===== src/rtl/axi_lite_master_pkg.sv =====
// AXI-lite response codes shared by the master and its bus neighbours.
package axi_lite_master_pkg;

    typedef enum logic [1:0] {
        RESP_OKAY   = 2'b00,
        RESP_EXOKAY = 2'b01,
        RESP_SLVERR = 2'b10,
        RESP_DECERR = 2'b11
    } axi_resp_t;

    function automatic logic resp_is_err(input logic [1:0] resp);
        return resp != RESP_OKAY;
    endfunction

endpackage


===== src/rtl/axi_lite_master.sv =====
// Single-outstanding AXI-lite master: turns one user command into one AXI-lite
// read or write and hands the completion back on a valid/ready response port.
//
// state          | meaning
// IDLE           | o_cmd_ready high, waiting for a user command
// WR_ADDR_DATA   | AW and W offered independently until both have handshaked
// WR_RESP        | o_bready high, waiting for the write response
// RD_ADDR        | AR offered, waiting for i_arready
// RD_DATA        | o_rready high, waiting for the read data
// USER_RSP       | response held on o_rsp_* until the user takes it
module axi_lite_master
    import axi_lite_master_pkg::*;
#(
    parameter int ADDR_WIDTH = 16,
    parameter int DATA_WIDTH = 32
) (
    input  logic                  clk,
    input  logic                  rst,

    input  logic                  i_cmd_valid,
    output logic                  o_cmd_ready,
    input  logic                  i_cmd_write,
    input  logic [ADDR_WIDTH-1:0] i_cmd_addr,
    input  logic [DATA_WIDTH-1:0] i_cmd_wdata,

    output logic                  o_rsp_valid,
    input  logic                  i_rsp_ready,
    output logic [DATA_WIDTH-1:0] o_rsp_rdata,
    output logic [1:0]            o_rsp_resp,
    output logic                  o_rsp_err,

    output logic                  o_awvalid,
    input  logic                  i_awready,
    output logic [ADDR_WIDTH-1:0] o_awaddr,

    output logic                  o_wvalid,
    input  logic                  i_wready,
    output logic [DATA_WIDTH-1:0] o_wdata,

    input  logic                  i_bvalid,
    output logic                  o_bready,
    input  logic [1:0]            i_bresp,

    output logic                  o_arvalid,
    input  logic                  i_arready,
    output logic [ADDR_WIDTH-1:0] o_araddr,

    input  logic                  i_rvalid,
    output logic                  o_rready,
    input  logic [DATA_WIDTH-1:0] i_rdata,
    input  logic [1:0]            i_rresp
);

    typedef enum logic [2:0] {
        ST_IDLE         = 3'd0,
        ST_WR_ADDR_DATA = 3'd1,
        ST_WR_RESP      = 3'd2,
        ST_RD_ADDR      = 3'd3,
        ST_RD_DATA      = 3'd4,
        ST_USER_RSP     = 3'd5
    } state_t;

    state_t                state;
    state_t                state_d;
    logic                  aw_done;
    logic                  aw_done_d;
    logic                  w_done;
    logic                  w_done_d;
    logic                  awvalid_d;
    logic                  wvalid_d;
    logic                  bready_d;
    logic                  arvalid_d;
    logic                  rready_d;
    logic                  rsp_valid_d;
    logic                  rsp_err_d;
    logic [1:0]            rsp_resp_d;
    logic [DATA_WIDTH-1:0] rsp_rdata_d;
    logic [ADDR_WIDTH-1:0] awaddr_d;
    logic [ADDR_WIDTH-1:0] araddr_d;
    logic [DATA_WIDTH-1:0] wdata_d;

    logic aw_hs;
    logic w_hs;
    logic b_hs;
    logic ar_hs;
    logic r_hs;

    assign o_cmd_ready = (state == ST_IDLE);

    // Handshakes only ever qualify on the master's own registered valid/ready,
    // so early or stray slave valids are simply not seen.
    assign aw_hs = o_awvalid && i_awready;
    assign w_hs  = o_wvalid  && i_wready;
    assign b_hs  = o_bready  && i_bvalid;
    assign ar_hs = o_arvalid && i_arready;
    assign r_hs  = o_rready  && i_rvalid;

    always_ff @(posedge clk or negedge rst) begin
        if (!rst) begin
            state       <= ST_IDLE;
            aw_done     <= 1'b0;
            w_done      <= 1'b0;
            o_awvalid   <= 1'b0;
            o_awaddr    <= '0;
            o_wvalid    <= 1'b0;
            o_wdata     <= '0;
            o_bready    <= 1'b0;
            o_arvalid   <= 1'b0;
            o_araddr    <= '0;
            o_rready    <= 1'b0;
            o_rsp_valid <= 1'b0;
            o_rsp_rdata <= '0;
            o_rsp_resp  <= 2'b00;
            o_rsp_err   <= 1'b0;
        end else begin
            state       <= state_d;
            aw_done     <= aw_done_d;
            w_done      <= w_done_d;
            o_awvalid   <= awvalid_d;
            o_awaddr    <= awaddr_d;
            o_wvalid    <= wvalid_d;
            o_wdata     <= wdata_d;
            o_bready    <= bready_d;
            o_arvalid   <= arvalid_d;
            o_araddr    <= araddr_d;
            o_rready    <= rready_d;
            o_rsp_valid <= rsp_valid_d;
            o_rsp_rdata <= rsp_rdata_d;
            o_rsp_resp  <= rsp_resp_d;
            o_rsp_err   <= rsp_err_d;
        end
    end

    always_comb begin
        state_d     = state;
        aw_done_d   = aw_done;
        w_done_d    = w_done;
        awvalid_d   = o_awvalid;
        awaddr_d    = o_awaddr;
        wvalid_d    = o_wvalid;
        wdata_d     = o_wdata;
        bready_d    = o_bready;
        arvalid_d   = o_arvalid;
        araddr_d    = o_araddr;
        rready_d    = o_rready;
        rsp_valid_d = o_rsp_valid;
        rsp_rdata_d = o_rsp_rdata;
        rsp_resp_d  = o_rsp_resp;
        rsp_err_d   = o_rsp_err;

        case (state)
            ST_IDLE: begin
                aw_done_d = 1'b0;
                w_done_d  = 1'b0;
                if (i_cmd_valid) begin
                    if (i_cmd_write) begin
                        awaddr_d  = i_cmd_addr;
                        wdata_d   = i_cmd_wdata;
                        awvalid_d = 1'b1;
                        wvalid_d  = 1'b1;
                        state_d   = ST_WR_ADDR_DATA;
                    end else begin
                        araddr_d  = i_cmd_addr;
                        arvalid_d = 1'b1;
                        state_d   = ST_RD_ADDR;
                    end
                end
            end

            ST_WR_ADDR_DATA: begin
                if (aw_hs) begin
                    awvalid_d = 1'b0;
                    aw_done_d = 1'b1;
                end
                if (w_hs) begin
                    wvalid_d = 1'b0;
                    w_done_d = 1'b1;
                end
                // Leave as soon as the last of the two handshakes lands so a
                // fully ready slave sees B ready one cycle after AW/W.
                if (aw_done_d && w_done_d) begin
                    bready_d = 1'b1;
                    state_d  = ST_WR_RESP;
                end
            end

            ST_WR_RESP: begin
                if (b_hs) begin
                    bready_d    = 1'b0;
                    aw_done_d   = 1'b0;
                    w_done_d    = 1'b0;
                    rsp_rdata_d = '0;
                    rsp_resp_d  = i_bresp;
                    rsp_err_d   = resp_is_err(i_bresp);
                    rsp_valid_d = 1'b1;
                    state_d     = ST_USER_RSP;
                end
            end

            ST_RD_ADDR: begin
                if (ar_hs) begin
                    arvalid_d = 1'b0;
                    rready_d  = 1'b1;
                    state_d   = ST_RD_DATA;
                end
            end

            ST_RD_DATA: begin
                if (r_hs) begin
                    rready_d    = 1'b0;
                    rsp_rdata_d = i_rdata;
                    rsp_resp_d  = i_rresp;
                    rsp_err_d   = resp_is_err(i_rresp);
                    rsp_valid_d = 1'b1;
                    state_d     = ST_USER_RSP;
                end
            end

            ST_USER_RSP: begin
                if (i_rsp_ready) begin
                    rsp_valid_d = 1'b0;
                    state_d     = ST_IDLE;
                end
            end

            default: begin
                state_d     = ST_IDLE;
                aw_done_d   = 1'b0;
                w_done_d    = 1'b0;
                awvalid_d   = 1'b0;
                wvalid_d    = 1'b0;
                bready_d    = 1'b0;
                arvalid_d   = 1'b0;
                rready_d    = 1'b0;
                rsp_valid_d = 1'b0;
            end
        endcase
    end

endmodule


===== config.mk =====
export PLATFORM = sky130hd
export DESIGN_NAME = axi_lite_master
export DESIGN_NICKNAME = d
export VERILOG_FILES = /design/src/rtl/axi_lite_master_pkg.sv /design/src/rtl/axi_lite_master.sv
export SDC_FILE = /design/constraint.sdc
export NUM_CORES = 1
export LEC_CHECK = 0
export ABC_CLOCK_PERIOD_IN_PS = 4650
export CAP_MARGIN = 20
export CORE_ASPECT_RATIO = 0.5
export CORE_MARGIN = 3
export CORE_UTILIZATION = 36
export CTS_CLUSTER_SIZE = 24
export DETAILED_ROUTE_END_ITERATION = 10
export PLACE_DENSITY = 0.71
export SYNTH_ARGS = -nofsm -noshare
export SYNTH_HDL_FRONTEND = slang
export SYNTH_SLANG_ARGS = --single-unit

===== constraint.sdc =====
create_clock -name clk -period 4.65 [get_ports clk]
set_input_delay 0.6975 -clock clk [delete_from_list [all_inputs] [get_ports clk]]
set_output_delay 0.6975 -clock clk [all_outputs]
set_load 0.01 [all_outputs]

==> results.md <==
- Final setup fails: 0
- Lkg Pwr: 2.80 nW
- Detail-routed via count per cell: 4.72
- Routed WL: 10,800 µm
- Peak VDD IR: 0.246 mV
- CTS sink count: 110
- Unrepaired setup endpoints after global routing: no
- Avg WL per Cell: 16.5 µm
- Initial DRC count: 85
- Root Buffer: clkbuf_16
- WP data required: 4.87 ns
- Post-synth EDFFs: 0
- Internal power: 3.05 mW
- Element type at the critical path end: register
- Clock share of power: 16.2%
- Psw: 1.46 mW
- Post-DP HPWL: 7910 µm
- Ys async rst share: 100%
- R2R setup slack: 1.90 ns
- Rel. slew slack: 34.6%
- Fin. Hold Viols: 0
- Overall global routing resource usage: 16.3%
- Cell area after layout: 6710 µm²
- Unique masters post-synth: 31
- CTS tree: done
- GP Congestion: 0.790
- Clock Skews: 0.0101 ns
- Die height: 83.7 µm
- Part of the cycle the worst path needs: 59.1%
- Mapped Avg Cell Area: 14.7 µm²
- Vias in the first global route: 3,215
- Max_cap viols: 0
- Global-route wire length before repair: 17,500 µm
- DRT Pass-1 Iters: 4
- Die Width: 161 µm
- Die area: 13,500 µm²
- Setup_tns: 0 ns
- Post-Syn Nets: 389
- Top Ports: 200
- Initial Util: 38.2%
- H-tree depth: 3
- Combinational cell fraction of total power: 46.3%
- CTS Buffer Depth: 2
- Synth Instances: 295
- Via count: 3,089
- Ratio of cells with drive above 1 in the final layout: 19.4%
- Register Area: 2750 µm²
- Hold WS: 0.485 ns
- Area grow syn2layout: 54.4%
- Area of the multi-input gates: 1430 µm²
- Worst-path maximum fanout: 35
- Critical path arrival: 2.97 ns
- Cts bufs inserted: 9
- PD cells: 673 nW/µm²
- Flops & latches, synth: 110
- CP Class: register to register
- Post-cts hold buffer count: 0
- Row count: 27
- Post-CTS setup repair buffer count: 0
- I/O Buffers: 199
- Max-slew violations: 0
- Post-DP Area: 6430 µm²
- Synth Cell Area: 4340 µm²
- Tot Pwr: 4.51 mW
- Fin nets: 584
- DRC Markers: 0
- Post-synthesis sequential area ratio: 63.4%
- Initial antenna violation count: 0
- Worst Setup Start Kind: register
- Core area: 11,400 µm²
- Antenna Cells: 0
- Measured slew at the worst slew-check pin: 0.982 ns
- Fmax: 0.364 GHz
- Hold Path Class: register to register
- Seq pwr share: 37.6%
- DRT antenna net count: 0
- Minimum clock period: 2.75 ns
- # fillers: 950
- Largest net degree at the start of global routing: 78
- Yosys warns: 0
- Grt ovf: 0
- Outcome: finished clean
- Sw frac: 32.4%
- Most used DFF post-synth: dfrtp_1
- Post_cts resized: 0
- Clock Latency Late Sink: 0.34 ns
- Clock Pin Slew Worst Setup and Hold Paths: 0.08 ns
## state kept, by name, indices dropped and copies added, names as in the netlist
signal / flops
w_done: 1
state: 3
o_awaddr: 16
o_rsp_err: 1
o_bready: 1
o_wdata: 32
o_araddr: 16
o_rsp_resp: 2
o_rready: 1
o_wvalid: 1
aw_done: 1
o_rsp_valid: 1
o_rsp_rdata: 32
o_arvalid: 1
o_awvalid: 1
## per-stage QoR
| step | setup WS, ns | instances | utilization, % |
|---|---|---|---|
| floorplan | 2.84 | 295 | - |
| global placement | 1.77 | 637 | 56.2 |
| detailed placement | 1.80 | 638 | 56.4 |
| CTS | 1.85 | 654 | 58.9 |
| global route | 1.73 | 654 | 58.9 |
| finish | 1.90 | 654 | 58.9 |
## cells in the mapped netlist, types with 2 or more instances
cell type,n,area (µm²)
nand3_1,4,20.0
nand2_1,13,48.8
a22o_1,33,289
a31oi_1,4,25.0
a21oi_1,7,35.0
mux2i_1,2,20.0
buf_4,8,60.1
buf_6,7,78.8
o21ai_0,7,35.0
a221oi_1,3,26.3
nor2_1,10,37.5
mux2_2,66,743
buf_2,3,15.0
dfrtp_1,110,2750
nor2b_1,2,12.5
## area by class of cell
cell class                      instances  area share (%)
Clock inverter                          7           0.858
Tap cell                              159            2.97
Sequential cell                       110            41.0
Inverter                                2           0.112
Multi-Input combinational cell        164            21.3
Timing Repair Buffer                  203            30.4
Clock buffer                            9            3.36
## power by group through the flow
stage	clock (mW)	combinational, mW	sequential [mW]
after floorplan	0	0.817	1.87
after global placement	0	2.08	1.70
after detailed placement	0	2.11	1.71
after CTS	0.752	2.12	1.70
after global routing	0.795	2.23	1.77
final	0.730	2.09	1.70
## critical path, cell delays in order, from the launching register on
cell and delay (ns):
dfrtp_1 0.63, or2_4 0.40, nor2_4 0.11, and3_2 0.73, buf_4 0.36, mux2_2 0.37
## layer usage
layer  routed length [µm]  global-route usage (%)
met5                    0                       0
met4                  174                    4.22
met3                  518                    5.00
met2                 5640                    28.1
met1                 4470                    19.9
## cells in the final DEF, fill, tap and decap left out, types with 2 or more instances in the layout
| master | n |
|---|---|
| a21oi_1 | 7 |
| a221oi_1 | 3 |
| a22o_1 | 33 |
| a31oi_1 | 4 |
| buf_4 | 4 |
| clkbuf_16 | 9 |
| clkdlybuf4s50_1 | 198 |
| clkinv_4 | 2 |
| clkinvlp_4 | 2 |
| dfrtp_1 | 110 |
| mux2_2 | 66 |
| mux2i_1 | 2 |
| nand2_1 | 13 |
| nand3_1 | 4 |
| nor2_1 | 10 |
| nor2b_1 | 2 |
| o21ai_0 | 7 |
## cell families after synthesis
family | synth area share (%)
simple gates | 4.32
mux | 17.6
flops | 63.4
compound gates | 10.9
buf+inv | 3.80
## worst paths after layout
check | endpoint | cells past startpoint | from
worst min register to register | o_rsp_resp[1] | 2 | o_rsp_resp[1]
worst max-delay path | o_wdata[21] | 5 | state[1]
max in group asynchronous | o_araddr[1] | 2 | rst
min in group asynchronous | o_arvalid | 1 | rst
worst max register to register | o_wdata[21] | 5 | state[1]
worst min-delay path | o_rsp_resp[1] | 2 | o_rsp_resp[1]
No activity file was read; power rests on OpenSTA's default activity.
